<file path="src/rtl/constants.svh">
// Shared build constants for the multiply engine and its bench.
`ifndef MULT_ENGINE_CONSTANTS_SVH
`define MULT_ENGINE_CONSTANTS_SVH

`define MAGIC_NUMBER 3
`define MAX_COUNT 255

`endif

</file>
<file path="src/rtl/mult_engine_pkg.sv">
// Types and widths shared by the multiply engine, its counter and interface.
`include "constants.svh"

package mult_engine_pkg;
  localparam int DATA_W = 8;
  localparam int CNT_W  = 8;

  typedef enum logic [1:0] {
    IDLE = 2'd0,
    RUN  = 2'd1,
    DONE = 2'd2
  } states_t;
endpackage

</file>
<file path="src/rtl/mult_engine_if.sv">
// Run-request / result bus between the stimulus driver (master) and the engine (slave).
// start/data_in: start is a request sampled only when the engine is idle; data_in must be
// stable around every sampling edge. valid is a one-cycle strobe marking a new data_out.
interface mult_engine_if;
  import mult_engine_pkg::*;

  logic              start;
  logic [DATA_W-1:0] data_in;
  logic              valid;
  logic [DATA_W-1:0] data_out;
  logic              busy;

  modport master (
    output start,
    output data_in,
    input  valid,
    input  data_out,
    input  busy
  );

  modport slave (
    input  start,
    input  data_in,
    output valid,
    output data_out,
    output busy
  );
endinterface

</file>
<file path="src/rtl/mult_engine_iter_counter.sv">
// Operand counter for one run: cleared at run start, flags the last operand cycle.
`include "constants.svh"

module iter_counter
  import mult_engine_pkg::*;
#(
  parameter int ITERATIONS = `MAGIC_NUMBER
) (
  input  logic clk,
  input  logic rst,
  input  logic clear_i,
  input  logic en_i,
  output logic tc_o
);
  localparam logic [CNT_W-1:0] LAST_CNT = CNT_W'(ITERATIONS - 1);
  localparam logic [CNT_W:0]   MAX_CNT  = (CNT_W + 1)'(`MAX_COUNT);

  logic [CNT_W-1:0] count_q;
  logic [CNT_W-1:0] count_d;

  always_comb begin
    count_d = count_q;
    if (clear_i) begin
      count_d = '0;
    end else if (en_i) begin
      count_d = count_q + CNT_W'(1);
    end
  end

  always_ff @(posedge clk or posedge rst) begin
    if (rst) begin
      count_q <= '0;
    end else begin
      count_q <= count_d;
    end
  end

  assign tc_o = (count_q == LAST_CNT);

  // ITERATIONS is bounded below MAX_COUNT, so this can only fire on a logic fault.
  count_range_a : assert property (@(posedge clk) disable iff (rst)
    ({1'b0, count_q} < MAX_CNT))
    else $error("iter_counter: count %0d reached MAX_COUNT", count_q);
endmodule

</file>
<file path="src/rtl/mult_engine.sv">
// Multiplies ITERATIONS consecutive data_in samples (low 8 bits kept each step)
// after a start request and strobes the product out with a one-cycle valid.
`include "constants.svh"

module mult_engine
  import mult_engine_pkg::*;
#(
  parameter int ITERATIONS = `MAGIC_NUMBER
) (
  input  logic           clk,
  input  logic           rst,
  mult_engine_if.slave   bus,
  output states_t        state_o
);
  if (ITERATIONS < 1 || ITERATIONS >= `MAX_COUNT) begin : g_bad_iterations
    $error("mult_engine: ITERATIONS=%0d outside 1..MAX_COUNT-1", ITERATIONS);
  end

  states_t             state_q;
  logic [DATA_W-1:0]   acc_q;
  logic [DATA_W-1:0]   acc_d;
  logic [DATA_W-1:0]   data_out_q;
  logic                valid_q;
  logic                busy_q;
  logic [2*DATA_W-1:0] prod_full;
  logic                cnt_clear;
  logic                cnt_en;
  logic                cnt_tc;

  // Full-width product, then silent truncation: overflow never saturates.
  assign prod_full = {{DATA_W{1'b0}}, acc_q} * {{DATA_W{1'b0}}, bus.data_in};
  assign acc_d     = prod_full[DATA_W-1:0];

  assign cnt_clear = (state_q == IDLE) && bus.start;
  assign cnt_en    = (state_q == RUN) && !cnt_tc;

  iter_counter #(
    .ITERATIONS (ITERATIONS)
  ) u_iter_counter (
    .clk     (clk),
    .rst     (rst),
    .clear_i (cnt_clear),
    .en_i    (cnt_en),
    .tc_o    (cnt_tc)
  );

  always_ff @(posedge clk or posedge rst) begin
    if (rst) begin
      state_q    <= IDLE;
      acc_q      <= '0;
      data_out_q <= '0;
      valid_q    <= 1'b0;
      busy_q     <= 1'b0;
    end else begin
      case (state_q)
        IDLE: begin
          valid_q <= 1'b0;
          busy_q  <= 1'b0;
          if (bus.start) begin
            acc_q   <= DATA_W'(1);
            busy_q  <= 1'b1;
            state_q <= RUN;
          end
        end
        RUN: begin
          acc_q <= acc_d;
          if (cnt_tc) begin
            data_out_q <= acc_d;
            valid_q    <= 1'b1;
            state_q    <= DONE;
          end
        end
        DONE: begin
          // start is deliberately not looked at here; requests are never queued.
          valid_q <= 1'b0;
          busy_q  <= 1'b0;
          state_q <= IDLE;
        end
        default: begin
          valid_q <= 1'b0;
          busy_q  <= 1'b0;
          state_q <= IDLE;
        end
      endcase
    end
  end

  assign bus.valid    = valid_q;
  assign bus.data_out = data_out_q;
  assign bus.busy     = busy_q;
  assign state_o      = state_q;
endmodule

</file>
<file path="src/flat_wrapper.sv">
// flat-port wrapper written by rule: the top's interface ports become plain ports
module mult_engine_flat import mult_engine_pkg::*;
#(
  parameter int ITERATIONS = `MAGIC_NUMBER
)
  (clk, rst, state_o, bus_start, bus_data_in, bus_valid, bus_data_out, bus_busy);
  mult_engine_if bus_i ();
  input  logic clk;
  input  logic rst;
  output states_t state_o;
  input wire logic [$bits(bus_i.start)-1:0] bus_start;
  input wire logic [$bits(bus_i.data_in)-1:0] bus_data_in;
  output wire logic [$bits(bus_i.valid)-1:0] bus_valid;
  output wire logic [$bits(bus_i.data_out)-1:0] bus_data_out;
  output wire logic [$bits(bus_i.busy)-1:0] bus_busy;
  assign bus_i.start = bus_start;
  assign bus_i.data_in = bus_data_in;
  assign bus_valid = bus_i.valid;
  assign bus_data_out = bus_i.data_out;
  assign bus_busy = bus_i.busy;
  mult_engine #(.ITERATIONS(ITERATIONS)) u_core (.clk(clk), .rst(rst), .bus(bus_i), .state_o(state_o));
endmodule
</file>
<file path="config.mk">
export PLATFORM = sky130hd
export DESIGN_NAME = mult_engine_flat
export DESIGN_NICKNAME = d
export VERILOG_FILES = /design/src/rtl/mult_engine_pkg.sv /design/src/rtl/mult_engine_if.sv /design/src/rtl/mult_engine_iter_counter.sv /design/src/rtl/mult_engine.sv /design/src/flat_wrapper.sv
export VERILOG_INCLUDE_DIRS = /design/src /design/src/rtl
export SDC_FILE = /design/constraint.sdc
export NUM_CORES = 1
export LEC_CHECK = 0
export BUFFER_PORTS_ARGS = -buffer_cell sky130_fd_sc_hd__buf_2
export CORE_ASPECT_RATIO = 0.9
export CORE_UTILIZATION = 55
export DETAILED_ROUTE_END_ITERATION = 8
export GPL_TIMING_DRIVEN = 0
export PLACE_DENSITY = 0.73
export SLEW_MARGIN = 30
export SYNTH_ARGS = -nofsm -noshare
export SYNTH_HDL_FRONTEND = slang
export SYNTH_SLANG_ARGS = --single-unit
</file>
<file path="constraint.sdc">
create_clock -name clk -period 7.55 [get_ports clk]
set_input_delay 1.51 -clock clk [delete_from_list [all_inputs] [get_ports clk]]
set_output_delay 1.51 -clock clk [all_outputs]
set_load 0.01 [all_outputs]
</file>
# Word level (Yosys, flattened, before mapping)
# Cells that the tools add are included.
dict set report word_totals {
  regBits 28
}
dict set report op_classes {
  add_sub_neg 1
  mul 1
  eq_ne 4
  n_mux 11
  reduce_logical 9
}
# op count
set op_table {}
lappend op_table {{2-to-1 mux 8 bit} 3}
lappend op_table {{case mux 8 bit (2 select lines)} 1}
lappend op_table {{adder 8 x 1 -> 8 bit (second input constant)} 1}
lappend op_table {{== test 8 x 2 -> 1 bit (second input constant)} 1}
lappend op_table {{multiplier 8 x 8 -> 8 bit} 1}
lappend op_table {{AND reduction 2 bit} 3}
lappend op_table {{2-to-1 mux 2 bit} 2}
lappend op_table {{case mux 2 bit (2 select lines)} 1}
lappend op_table {{nonzero test 2 bit} 2}
lappend op_table {{2-to-1 mux 1 bit} 3}
lappend op_table {{== test 2 x 1 -> 1 bit (second input constant)} 1}
lappend op_table {{logical AND 1 bit} 2}
lappend op_table {{zero test 2 bit} 1}
lappend op_table {{!= test 2 x 1 -> 1 bit (second input constant)} 1}
lappend op_table {{!= test 2 bit (second input constant)} 1}
lappend op_table {{case mux 1 bit (2 select lines)} 1}
lappend op_table {{zero test 1 bit} 1}

# Logic depth before layout (Yosys ltp)
# Gate-level depths: netlist of run 1.
dict set report depth {
  ltp_word 5
  depth_mapped 14
  ltp_nobuf 14
}

# Hierarchy
# From an unflattened synthesis of run 1, not the netlist that was laid out.
dict set report unflattened {
  cells_unflattened 203
  hier_area_um2 2037.0
}
# mod instances cells_each area_each_um2
set by_module_without_submodules {}
lappend by_module_without_submodules {mult_engine 1 161 1609.0}
lappend by_module_without_submodules {iter_counter 1 42 427.9}

# Least setup slack after synthesis of run 1
# Ideal clock, no wire load.
dict set report synth_timing {
  kind {input-to-reg}
  from {input port bus_data_in[4]}
  to {register u_core.acc_q[7]}
  setup_ns 0.076
  t_arrival_ns 4.580
  slack_ns 2.894
  path_stages 11
  path_buffers 0
  cell_sequence {and2_1 > fa_1 > inv_1 > fa_1 > fa_1 > fa_1 > xnor2_1 > xnor2_1 > xnor3_1 > xnor3_1 > o21ai_1}
}
dict set report synth_between {
  elab_chain_cells 2
}
# element line
set synth_lines {}
lappend synth_lines {{start, declared} flat_wrapper.sv:12} ;# input wire logic [$bits(bus_i.data_in)-1:0] bus_data_in;
lappend synth_lines {{multiplier 8 x 8 -> 8 bit} mult_engine.sv:31} ;# assign prod_full = {{DATA_W{1'b0}}, acc_q} * {{DATA_W{1'b0}}, bus.data_in};
lappend synth_lines {{case mux 8 bit (2 select lines)} mult_engine.sv:55} ;# case (state_q)
lappend synth_lines {{end signal, assigned} mult_engine.sv:50} ;# acc_q <= '0;
lappend synth_lines {{end signal, assigned} mult_engine.sv:60} ;# acc_q <= DATA_W'(1);
lappend synth_lines {{end signal, assigned} mult_engine.sv:66} ;# acc_q <= acc_d;
lappend synth_lines {{end, declared} mult_engine.sv:20} ;# logic [DATA_W-1:0] acc_q;
# Every way passes these cells.
# A chain may end at the register's enable or synchronous reset.

# Worst setup path in the final report of run 1
# Same ends and word-level chain as after synthesis.

==> impl_metrics.py, run 1 <==
metrics = {
    "critical_path": {
        "path_buf_inv": 3,
        "critical_path.top_delay_family": "adder cells",
        "worst_setup_path_end_kind": "flop",
        "cp-start-kind": "input port",
        "cp_slowest_stage_delay_ns": 0.53,
        "slowest_stage": "fa_1",
        "crit_chain": "buf_2, and2_1, fa_1, fa_1, ha_1, inv_1, fa_1, inv_1, ha_1, a21o_1, a21oi_1, xnor3_1, o21ai_1",
        "critPathMaxFanout": 4,
        "critPathArrivalTime_ns": 4.89,
        "crit_path_frequent_cell": "fa_1",
        "cp_data_required_time_ns": 7.75,
        "path_class": "in -> reg",
    },
    "place": {
        "gp_congestion": 0.802,
        "io_buffers": 22,
        "post_dp_cell_area_sq_um": 2240,
        "dp_hpwl_mm": 3.03,
    },
    "sta": {
        "period_minus_slack_ns": 4.70,
        "drv_slew": 0,
        "setup_tns_ns": 0,
        "worst-slew-pin-transition_ns": 0.694,
        "setup_viol": 0,
        "hold_viol_final": 0,
        "slew_headroom_pct": 53.7,
        "finalCritPeriodShare_pct": 62.2,
        "rsz0062_at_grt": "false",
        "fin_skew_ns": 0.00189,
        "timing.fmax_mhz": 213,
    },
    "die": {
        "num_rows": 20,
        "ios": 23,
        "die-area_sq_um": 4020,
        "core_region_area_sq_um": 3480,
        "die_width_um": 66.7,
        "die_h_um": 60.2,
        "start_util_pct": 59.6,
    },
    "clocking": {
        "cts_sinks": 28,
        "ctsResizeCount": 0,
        "htreeDepth": 1,
        "cts_tree": "built",
        "cts_buffer_depth": 2,
        "cts_setup_buffers": 0,
        "cts_buffers": 3,
        "clk_latency_ns": 0.27,
        "hold_buffers": 0,
        "root_buffer": "clkbuf_8",
        "cts.clk_slew.worst_paths_ns": 0.09,
    },
    "cells_and_area": {
        "areaGrowthSynthToFinish_pct": 9.96,
        "drive_gt1_share_pct": 14.2,
        "final_cell_area_sq_um": 2280,
        "diodes": 0,
        "fin_util_pct": 65.5,
        "layout.nets": 282,
    },
    "synthesis": {
        "syn_area_per_cell_sq_um": 9.69,
        "ys_ff_latch": 28,
        "syn_nets": 255,
        "seq_area_frac_synth_pct": 33.8,
        "ys_warn_count": 0,
        "synth_cell_type_count": 30,
        "syn_area_sq_um": 2070,
        "netlist_instances": 214,
    },
    "hold_path": {
        "hp-class": "reg -> reg",
    },
    "power_and_ir_drop": {
        "p_per_area_nw_per_um2": 454,
        "ir_worst_vdd_mv": 0.366,
        "p_leak_nw": 1.21,
    },
    "flow_run": {
        "drv_cap": 0,
    },
    "drt": {
        "dr.pass1.iters": 4,
        "drt-total-wl_mm": 3.73,
        "via_per_inst": 5.17,
        "ant_nets": 0,
        "drcViolationCount": 0,
        "post_drt_wl_per_cell_um": 13.2,
        "vias": 1463,
        "drtIter0Drc": 54,
    },
    "global_route": {
        "antenna_found_initial": 0,
        "grt_pass1_wl_mm": 6.61,
        "grt_pass1_vias": 1520,
        "grt-ovfl-total": 0,
        "grt_usage_pct": 22.2,
        "grt_max_degree": 29,
    },
    "status": {
        "outcome": "completed",
    },
}
## registers in the layout, indices dropped and copies added (netlist names)
name,flops
u_core.bus.valid,1
u_core.state_o,2
u_core.acc_q,8
u_core.bus.data_out,8
u_core.bus.busy,1
u_core.u_iter_counter.count_q,8
## metrics by stage
step	cells	worst slack, ns	total power, mW	hold WS [ns]
floorplan	214	2.89	0.781	0.475
global placement	280	2.59	0.951	0.463
detailed placement	280	2.56	0.965	0.473
CTS	283	2.84	1.05	0.496
global route	283	2.64	1.15	0.530
finish	283	2.85	1.03	0.488
## routing by layer
layer | GRT usage, % | routed length, um
met4 | 3.65 | 23
met3 | 5.15 | 160
met5 | 0 | 0
met2 | 34.9 | 1720
met1 | 31.6 | 1830
## tightest hold or removal path, cell delays in order (launching register included)
cell	delay [ns]
dfrtp_1	0.35
nand2_1	0.05
o21ai_1	0.06
## Yosys cell counts, drive strengths merged
master / n / area (sq um)
nand2b: 1 / 8.76
ha: 18 / 225
nand4: 2 / 12.5
nand2: 32 / 128
nand3: 14 / 70.1
nor3: 1 / 5.00
mux2: 3 / 33.8
inv: 27 / 101
nor2b: 1 / 6.26
a21oi: 3 / 15.0
nor2: 8 / 30.0
xnor3: 3 / 67.6
nor4b: 1 / 8.76
buf: 3 / 30.0
xnor2: 7 / 61.3
xor2: 9 / 78.8
a21o: 2 / 15.0
and2: 23 / 146
o21ai: 12 / 60.1
nor3b: 1 / 7.51
and3: 1 / 6.26
dfrtp: 28 / 701
clkbuf: 1 / 3.75
fa: 12 / 240
or3b: 1 / 11.3
## cell type report
cell class	count	area, sq um
Timing Repair Buffer	22	110
Buffer	4	33.8
Sequential cell	28	701
Clock buffer	3	41.3
Fill cell	306	1200
Inverter	27	101
Multi-Input combinational cell	155	1240
Tap cell	44	55.1
## where the power goes
part	internal [mW]	switching [mW]	leakage, nW
clock network	0.0358	0.0424	0.0216
logic	0.320	0.369	0.831
registers	0.211	0.0551	0.359
total	0.567	0.467	1.21
## layout by cell type, fill, tap and decap left out, types with 3 or more instances in the layout
cell type  synthesis  final
mux2_1             3      3
fa_1              12     12
nand2_1           31     31
xnor3_1            3      3
xor2_1             9      9
clkbuf_8           0      3
and2_1            22     22
buf_2              0     22
inv_1             26     25
ha_1              18     18
o21ai_1           10     10
dfrtp_1           28     28
nor2_1             8      8
nand3_1           14     14
a21oi_1            3      3
xnor2_1            7      7
## cells by family (layout without fill, tap and decap cells)
| kind of cell | Yosys count | after routing | share of synthesized area (%) |
|---|---|---|---|
| buffers and inverters | 31 | 56 | 6.52 |
| adder cells (fa/ha/maj) | 30 | 30 | 22.5 |
| flip-flops | 28 | 28 | 33.8 |
| XOR/XNOR | 19 | 19 | 10.0 |
| multiplexers | 3 | 3 | 1.63 |
| AO/OA/AOI/OAI | 17 | 17 | 4.34 |
| AND/OR/NAND/NOR | 86 | 86 | 21.2 |
## final timing paths
check	slack, ns	startpoint	to	cells after the start
setup / recovery	2.85	bus_data_in[4]	u_core.acc_q[7]$_DFFE_PP0P_	13
hold / removal	0.49	u_core.bus.data_out[6]$_DFFE_PP0P_	u_core.bus.data_out[6]$_DFFE_PP0P_	2
setup reg to reg	3.70	u_core.acc_q[0]$_DFFE_PP0P_	u_core.acc_q[7]$_DFFE_PP0P_	12
hold reg to reg	0.49	u_core.bus.data_out[6]$_DFFE_PP0P_	u_core.bus.data_out[6]$_DFFE_PP0P_	2
max in group asynchronous	5.89	rst	u_core.u_iter_counter.count_q[7]$_DFFE_PP0P_	2
min in group asynchronous	1.29	rst	u_core.bus.data_out[5]$_DFFE_PP0P_	2
Note: power is estimated with default switching activity, not from simulation.
==> run 2, diff against run 1 <==
--- a/config.mk
+++ b/config.mk
@@ -6,12 +6,13 @@
 export SDC_FILE = /design/constraint.sdc
 export NUM_CORES = 1
 export LEC_CHECK = 0
+export ABC_AREA = 1
 export BUFFER_PORTS_ARGS = -buffer_cell sky130_fd_sc_hd__buf_2
 export CORE_ASPECT_RATIO = 0.9
 export CORE_UTILIZATION = 55
 export DETAILED_ROUTE_END_ITERATION = 8
 export GPL_TIMING_DRIVEN = 0
-export PLACE_DENSITY = 0.73
+export PLACE_DENSITY = 0.72
 export SLEW_MARGIN = 30
 export SYNTH_ARGS = -nofsm -noshare
 export SYNTH_HDL_FRONTEND = slang
==> constraint.sdc (replaced) <==
create_clock -name clk -period 4.7 [get_ports clk]
set_input_delay 0.94 -clock clk [delete_from_list [all_inputs] [get_ports clk]]
set_output_delay 0.94 -clock clk [all_outputs]
set_load 0.01 [all_outputs]
==> run 2 against run 1 <==
Flip-flop and latch count is the same. Core utilization fell by 0.10 points. Largest cell class unchanged. First-iteration DRC count grew 140%. Combinational power rose by 86%.
==> impl_metrics.py, run 2 <==
metrics = {
    "synthesis": {
        "ys.flop_type": "dfrtp_1",
        "yosysMostFrequentCell": "nand2_1",
        "syn_nets": 353,
        "seq_area_frac_synth_pct": 30.6,
        "yosysTopAreaCell": "dfrtp_1",
        "synth_commonest_cells": "nand2_1 (109), inv_1 (73), dfrtp_1 (28)",
        "ys_warn_count": 0,
        "yosysTopAreaCellShare_pct": 30.6,
        "async_reset_ff_share_pct": 100,
        "netlist_instances": 312,
        "synth_cell_type_count": 25,
        "ys_ff_latch": 28,
        "syn_area_sq_um": 2290,
        "synth_edf_count": 0,
        "synth_top_cells_by_area": "dfrtp_1 (31%), nand2_1 (18%), inv_1 (12%), fa_1 (10%), ha_1 (9.8%)",
        "syn_area_per_cell_sq_um": 7.35,
    },
    "drt": {
        "dr.pass1.iters": 4,
        "via_per_inst": 4.99,
        "ant_nets": 0,
        "drcViolationCount": 0,
        "post_drt_wl_per_cell_um": 12.0,
        "vias": 1912,
        "drt-total-wl_mm": 4.59,
        "drtIter0Drc": 129,
    },
    "power_and_ir_drop": {
        "finalPower_mw": 1.89,
        "ir_worst_vdd_mv": 0.426,
        "p_leak_nw": 1.56,
        "p_per_area_nw_per_um2": 749,
    },
    "cells_and_area": {
        "fin_util_pct": 65.4,
        "layout.nets": 379,
        "mostFrequentLayoutCells": "nand2_1 (109), inv_1 (72), dfrtp_1 (28), buf_2 (23), ha_1 (18)",
        "areaGrowthSynthToFinish_pct": 10.2,
        "diodes": 0,
        "layout_commonest_cell": "nand2_1",
        "drive_gt1_share_pct": 12.2,
        "final_cell_area_sq_um": 2530,
    },
    "clocking": {
        "htreeDepth": 1,
        "cts_setup_buffers": 0,
        "cts_buffer_depth": 2,
        "ctsResizeCount": 0,
        "cts_buffers": 3,
        "cts_tree": "built",
        "cts.clk_slew.worst_paths_ns": 0.09,
        "clk_latency_ns": 0.28,
        "root_buffer": "clkbuf_8",
        "hold_buffers": 0,
        "cts_sinks": 28,
    },
    "critical_path": {
        "critPathMaxFanout": 4,
        "critPathArrivalTime_ns": 4.48,
        "cp_data_required_time_ns": 4.88,
        "worst_setup_path_end_kind": "flop",
        "cp-start-kind": "input port",
        "path_class": "in -> reg",
    },
    "global_route": {
        "grt_pass1_vias": 1872,
        "grt_usage_pct": 24.2,
        "grt_pass1_wl_mm": 8.45,
        "antenna_found_initial": 0,
        "grt_max_degree": 29,
        "grt-ovfl-total": 0,
    },
    "place": {
        "gp_congestion": 0.814,
        "post-place-ws_ns": 0.148,
        "dp_hpwl_mm": 3.64,
        "io_buffers": 21,
        "post_dp_cell_area_sq_um": 2460,
    },
    "sta": {
        "worst-slew-pin-transition_ns": 0.580,
        "period_minus_slack_ns": 4.30,
        "fin_skew_ns": 0.00365,
        "drv_slew": 0,
        "fin_ws_ns": 0.396,
        "timing.fmax_mhz": 232,
        "slew_headroom_pct": 61.3,
        "rsz0062_at_grt": "false",
        "setup_tns_ns": 0,
        "finalCritPeriodShare_pct": 91.6,
        "hold_viol_final": 0,
        "setup_viol": 0,
    },
    "die": {
        "die-area_sq_um": 4430,
        "die_h_um": 63.3,
        "die_width_um": 70.1,
        "num_rows": 21,
        "ios": 23,
        "core_region_area_sq_um": 3860,
        "start_util_pct": 59.4,
    },
    "flow_run": {
        "drv_cap": 0,
    },
    "hold_path": {
        "hp-class": "reg -> reg",
    },
    "status": {
        "outcome": "completed",
    },
}
## run 2: stage by stage
step                hold WS, ns  cells
floorplan                 0.472    312
global placement          0.464    379
detailed placement        0.468    379
CTS                       0.494    383
global route              0.507    383
finish                    0.488    383
## run 2: critical path, stage by stage
cell	delay (ns)
buf_2	0.13
nand2_1	0.06
inv_1	0.06
fa_1	0.41
inv_1	0.10
fa_1	0.43
fa_1	0.50
fa_1	0.56
inv_1	0.05
ha_1	0.32
nand2_1	0.08
nand2_1	0.04
nor2_1	0.20
nand3_1	0.14
nand2_1	0.08
nand2_1	0.06
nand2_1	0.06
nand2_1	0.08
nand3_1	0.11
nand2_1	0.06
## run 2: cell families (layout without fill, tap and decap cells)
kind of cell	Yosys count	count (layout)	synth area share, %
and+or+nand+nor	146	146	26.1
buffers and inverters	78	103	13.4
adders and majority gates	30	30	20.3
DFF	28	28	30.6
AOI/OAI and AO/OA	24	24	7.31
xor gates and xnor gates	6	6	2.29
## run 2: routing by layer
layer  up-vias  part of all wire (%)  GRT usage (%)
met4         0                  0.65           3.75
met3         5                   5.4           4.00
li1        981                     -              -
met1       880                    50           35.1
met2        46                    44           38.9
met5         -                     0              0
## run 2: cell type report
cell class / count / area, sq um
clock inverter: 1 / 30.0
timing repair buffer: 21 / 105
buffer: 4 / 25.0
fill: 332 / 1340
tap: 46 / 57.6
clock buffer: 3 / 41.3
inverter: 74 / 283
sequential: 28 / 701
multi-input combinational: 206 / 1280
## run 2: where the power goes
| part | internal, mW | leakage [nW] | total [mW] | switching, mW |
|---|---|---|---|---|
| sequential | 0.342 | 0.359 | 0.420 | 0.0776 |
| clock | 0.114 | 0.0357 | 0.189 | 0.0753 |
| combinational | 0.472 | 1.17 | 1.28 | 0.812 |
## run 2: final timing paths
check,from,to,slack [ns],depth (start not counted)
max,bus_data_in[4],u_core.bus.data_out[7]$_DFFE_PP0P_,0.40,20
min,u_core.bus.data_out[5]$_DFFE_PP0P_,u_core.bus.data_out[5]$_DFFE_PP0P_,0.49,2
max reg2reg,u_core.acc_q[1]$_DFFE_PP0P_,u_core.bus.data_out[7]$_DFFE_PP0P_,0.51,20
min reg2reg,u_core.bus.data_out[5]$_DFFE_PP0P_,u_core.bus.data_out[5]$_DFFE_PP0P_,0.49,2
max in group asynchronous,rst,u_core.u_iter_counter.count_q[3]$_DFFE_PP0P_,3.61,2
min in group asynchronous,rst,u_core.bus.data_out[7]$_DFFE_PP0P_,0.71,2
